**config.mk**
```make
export PLATFORM = sky130hd
export DESIGN_NAME = tick_sequencer
export DESIGN_NICKNAME = d
export VERILOG_FILES = /design/src/rtl/tick_sequencer.sv
export SDC_FILE = /design/constraint.sdc
export NUM_CORES = 1
export LEC_CHECK = 0
export ABC_AREA = 1
export CAP_MARGIN = 20
export CORE_MARGIN = 2
export CORE_UTILIZATION = 48
export CTS_BUF_LIST = sky130_fd_sc_hd__clkbuf_8
export DETAILED_ROUTE_END_ITERATION = 16
export PLACE_DENSITY = 0.75
export SLEW_MARGIN = 20
export SYNTH_ARGS = -nofsm -noshare
export SYNTH_HDL_FRONTEND = slang
export SYNTH_SLANG_ARGS = --single-unit
```
**constraint.sdc**
```tcl
create_clock -name clk -period 2.04 [get_ports clk]
set_input_delay 0.408 -clock clk [delete_from_list [all_inputs] [get_ports clk]]
set_output_delay 0.408 -clock clk [all_outputs]
set_load 0.01 [all_outputs]
```
**src/rtl/tick_sequencer.sv**
```systemverilog
// Two-channel loop sequencer. A start pulse launches channels A and B in lock-step;
// every non-held cycle each running channel emits a registered record carrying its
// iteration index and the cycle timestamp. B reaching its last index ends the run
// and forces A off, whatever A's progress.
module tick_sequencer #(
  parameter int unsigned N_A   = 10,
  parameter int unsigned N_B   = 10,
  parameter int unsigned CNT_W = 8,
  parameter int unsigned TS_W  = 32
) (
  input  logic             clk,
  input  logic             rst,
  input  logic             start,
  input  logic             hold,
  output logic [TS_W-1:0]  timestamp,
  output logic             a_valid,
  output logic [CNT_W-1:0] a_index,
  output logic [TS_W-1:0]  a_time,
  output logic             b_valid,
  output logic [CNT_W-1:0] b_index,
  output logic [TS_W-1:0]  b_time,
  output logic             busy,
  output logic             done
);

  typedef enum logic {TopIdle, TopRun} top_e;
  typedef enum logic [1:0] {ChOff, ChRun, ChFin} ch_e;

  localparam logic [CNT_W-1:0] ALast = CNT_W'(N_A - 1);
  localparam logic [CNT_W-1:0] BLast = CNT_W'(N_B - 1);

  top_e             top_q, top_d;
  ch_e              a_st_q, a_st_d, b_st_q, b_st_d;
  logic [CNT_W-1:0] a_cnt_q, a_cnt_d, b_cnt_q, b_cnt_d;
  logic [TS_W-1:0]  ts_q, ts_d;
  logic             a_valid_q, a_valid_d, b_valid_q, b_valid_d;
  logic [CNT_W-1:0] a_index_q, a_index_d, b_index_q, b_index_d;
  logic [TS_W-1:0]  a_time_q, a_time_d, b_time_q, b_time_d;
  logic             busy_q, busy_d, done_q, done_d;
  logic             fin_q, fin_d;
  logic             accept, active;

  // Next-state: start acceptance, per-channel emission and run termination.
  always_comb begin
    top_d     = top_q;
    a_st_d    = a_st_q;
    b_st_d    = b_st_q;
    a_cnt_d   = a_cnt_q;
    b_cnt_d   = b_cnt_q;
    ts_d      = ts_q + TS_W'(1);
    a_valid_d = 1'b0;
    b_valid_d = 1'b0;
    a_index_d = a_index_q;
    b_index_d = b_index_q;
    a_time_d  = a_time_q;
    b_time_d  = b_time_q;
    fin_d     = 1'b0;
    // done trails the last B record by one cycle
    done_d    = fin_q;

    // busy_q also covers the cycle showing B's last record, when top is already idle
    accept = (top_q == TopIdle) && !busy_q && start;
    active = accept || (top_q == TopRun);
    busy_d = active;

    if (accept) begin
      top_d   = TopRun;
      a_st_d  = ChRun;
      b_st_d  = ChRun;
      a_cnt_d = '0;
      b_cnt_d = '0;
    end

    if (active && !hold) begin
      if (a_st_d == ChRun) begin
        a_valid_d = 1'b1;
        a_index_d = a_cnt_d;
        a_time_d  = ts_d;
        if (a_cnt_d == ALast) a_st_d = ChFin;
        else                  a_cnt_d = a_cnt_d + CNT_W'(1);
      end
      if (b_st_d == ChRun) begin
        b_valid_d = 1'b1;
        b_index_d = b_cnt_d;
        b_time_d  = ts_d;
        if (b_cnt_d == BLast) begin
          top_d  = TopIdle;
          a_st_d = ChOff;
          b_st_d = ChOff;
          fin_d  = 1'b1;
        end else begin
          b_cnt_d = b_cnt_d + CNT_W'(1);
        end
      end
    end
  end

  // State and output registers with synchronous reset.
  always_ff @(posedge clk) begin
    if (rst) begin
      top_q     <= TopIdle;
      a_st_q    <= ChOff;
      b_st_q    <= ChOff;
      a_cnt_q   <= '0;
      b_cnt_q   <= '0;
      ts_q      <= '0;
      a_valid_q <= 1'b0;
      b_valid_q <= 1'b0;
      a_index_q <= '0;
      b_index_q <= '0;
      a_time_q  <= '0;
      b_time_q  <= '0;
      busy_q    <= 1'b0;
      done_q    <= 1'b0;
      fin_q     <= 1'b0;
    end else begin
      top_q     <= top_d;
      a_st_q    <= a_st_d;
      b_st_q    <= b_st_d;
      a_cnt_q   <= a_cnt_d;
      b_cnt_q   <= b_cnt_d;
      ts_q      <= ts_d;
      a_valid_q <= a_valid_d;
      b_valid_q <= b_valid_d;
      a_index_q <= a_index_d;
      b_index_q <= b_index_d;
      a_time_q  <= a_time_d;
      b_time_q  <= b_time_d;
      busy_q    <= busy_d;
      done_q    <= done_d;
      fin_q     <= fin_d;
    end
  end

  assign timestamp = ts_q;
  assign a_valid   = a_valid_q;
  assign a_index   = a_index_q;
  assign a_time    = a_time_q;
  assign b_valid   = b_valid_q;
  assign b_index   = b_index_q;
  assign b_time    = b_time_q;
  assign busy      = busy_q;
  assign done      = done_q;

endmodule

```
==> run metrics <==
Synth top area share=46.53%; actual transition at the worst max-transition pin=0.4994 ns; Setup crit end kind=output pin; first-pass GRT wire length=23.90 mm; share of layout cells above drive strength 1=8.172%; Leak Pwr=3.207 nW; initial antenna violation count=0; Final setup viols=0; global placer's final weighted congestion=0.9578; Pwr Density=771.2 nW/um^2; Mapped Nets=836; Cells after Synth=827; mapped cell area=5937 um^2; largest net degree at the start of global routing=79; initial core utilization=49.22%; Switching Share=25.31%; P_sw=0.001534 W; worst skew pair latency=0.45 ns; sequential fraction of the synthesis area=46.53%; Setup TNS=0 ns; number of I/O pins=120; fin area=7859 um^2; Tcrit/Tclk final=95.40%; clk root buf=clkbuf_8; GRT Total Usage=22.88%; die area=13270 um^2; clock buffer count from CTS=17; Internal=0.004527 W; Post-CTS Hold Buffers=0; largest area contributor in the netlist=dfxtp_1; Final Max Tran Viols=0; GRT overflow=0; Post-Route WL=14.77 mm; Sinks on Clock Net=138; # Post-CTS Setup Buffers=0; CTS tree=built; WP data arrival=1.54 ns; Setup WS pre-CTS=-0.2501 ns; crit path kind=reg -> out; port buffer count=119; Clock Skew=0.01007 ns; core region area=12060 um^2; outcome=finished, final reports clean; setup ws final=0.09385 ns; Netlist cell types=37; Horiz. Die Dim=115.2 um; DRT iter0 DRCs=335; synth warn=0; ordered cell list for the critical path=clkdlybuf4s50_1; fin crit period=1.946 ns; DR vias/cell=4.919; via count=5642; Antenna Nets Post-Route=0; number of global-route vias before repair=5073; Post-DP HPWL=10.51 mm; Crit path max-delay family=buffers and inverters; # H-tree levels=4; Clk pwr share=37.1%; DP Area=7462 um^2; RSZ-0062 raised after global routing=false; #FFs+latches synth=138; syn_area_per_cell=7.179 um^2; Fmax=0.5138 GHz; clk buf depth=2; Post-route DRC=0; Die Span Y=115.2 um; Ant. Diodes=0; Comb power frac=14.6%; WP buf/inv=1; Max Cap Violations=0; Tot Pwr=0.006061 W; DRT Pass-1 Iters=5; Finished Core Util=65.16%; Nets=976; Fin. Hold Viols=0; top cells by area, synth=dfxtp_1 (47%), nor2_1 (11%), nand2_1 (9.3%), inv_1 (6.3%), a21oi_1 (5.2%); post_cts resized=0; Required @ worst endpoint=1.63 ns; CP peak stage delay=0.59 ns; CP max stage cell=clkdlybuf4s50_1; Area Growth Syn to Fin=32.37%; Startpoint Class=flip-flop; Slew headroom=66.71%; part of the power in registers=48.3%; HP Class=reg -> reg; CTS clk-pin slew, worst paths=0.07 ns; WL per Instance=12.87 um; peak supply drop=0.0005631 V; Max FO, Critical Path=7; # rows=40
-- registers in the layout, indices dropped and copies added (netlist names) --
register,cells
done_d,1
done,1
top_q,1
a_valid,1
a_time,32
a_cnt_q,8
a_index,8
b_valid,1
a_st_q,2
b_index,8
b_st_q,2
timestamp,32
b_cnt_q,8
b_time,32
busy,1
-- power groups by stage --
stage	registers, W	logic [W]	clock network (W)
final	0.00293	0.000886	0.00225
after global routing	0.00294	0.000979	0.00241
after CTS	0.00293	0.000895	0.00228
after detailed placement	0.00299	0.000889	0
after global placement	0.00299	0.000880	0
after floorplan	0.00304	0.000408	0
-- area by class of cell --
type | count | area [um^2]
clock buffers | 19 | 261.5
multi-input cells | 552 | 2581
fillers | 1064 | 4203
well taps | 168 | 210.2
clock inverters | 12 | 135.1
flip-flops and latches | 138 | 2763
repair buffers | 155 | 1519
inverters | 103 | 389.1
-- placed cells by master, fill, tap and decap left out, types with 19 or more instances in the layout --
| master | instances |
|---|---|
| nor2_1 | 167 |
| nand2_1 | 147 |
| dfxtp_1 | 138 |
| clkdlybuf4s50_1 | 118 |
| inv_1 | 105 |
| a21oi_1 | 62 |
| o21ai_0 | 54 |
| nand3_1 | 53 |
| buf_4 | 31 |
| clkbuf_8 | 19 |
-- layer usage --
metal  part of all wire, %  routed length [um]  global-route usage, %
met2                    46                6725                  36.24
met3                   6.2                 917                  5.799
met1                    46                6795                  29.95
met5                     0                   0                      0
met4                   2.2                 327                  9.237
-- final timing paths --
check                                         startpoint                 endpoint  slack (ns)  cells after the start
worst max-delay path            timestamp[17]$_SDFF_PP0_            timestamp[17]        0.09                      1
worst min-delay path                   done_d$_SDFF_PP0_          done$_SDFF_PP0_        0.41                      2
worst max register to register   timestamp[1]$_SDFF_PP0_  a_time[16]$_SDFFE_PP0P_        0.24                     10
worst min register to register         done_d$_SDFF_PP0_          done$_SDFF_PP0_        0.41                      2
-- synth_stat cells --
library cell	count
o31ai_1	1
nor2_4	1
o211ai_1	2
a211oi_1	2
or2_1	1
ha_1	5
o21ai_0	54
clkbuf_1	11
clkbuf_2	1
xnor2_1	7
nand4_1	9
o21ai_1	2
buf_1	2
inv_1	100
buf_2	9
o21bai_1	1
nand3_1	53
nor2_1	167
buf_4	5
dfxtp_1	138
nand3_2	2
a21oi_4	1
o21ai_4	1
inv_4	1
inv_2	2
nand2_4	2
nand2_1	147
nand3b_1	6
nor2_2	4
and2_1	2
a211oi_2	1
xor2_1	7
nor3_1	10
nand2_2	1
buf_6	6
nor3_4	1
a21oi_1	62
-- cell families after synthesis --
| kind of cell | synth area share, % |
|---|---|
| buffers and inverters | 9.989 |
| AND/OR/NAND/NOR | 28.89 |
| flip-flops | 46.53 |
| AO/OA/AOI/OAI | 11.46 |
| adder cells (fa/ha/maj) | 1.054 |
| XOR/XNOR | 2.065 |
-- through the flow --
step	hold slack, ns	std cells
global route	0.4373	1147
global placement	0.4116	1116
detailed placement	0.4122	1116
floorplan	0.3883	827
finish	0.4077	1147
CTS	0.4137	1147
Note: power is estimated with default switching activity, not from simulation.
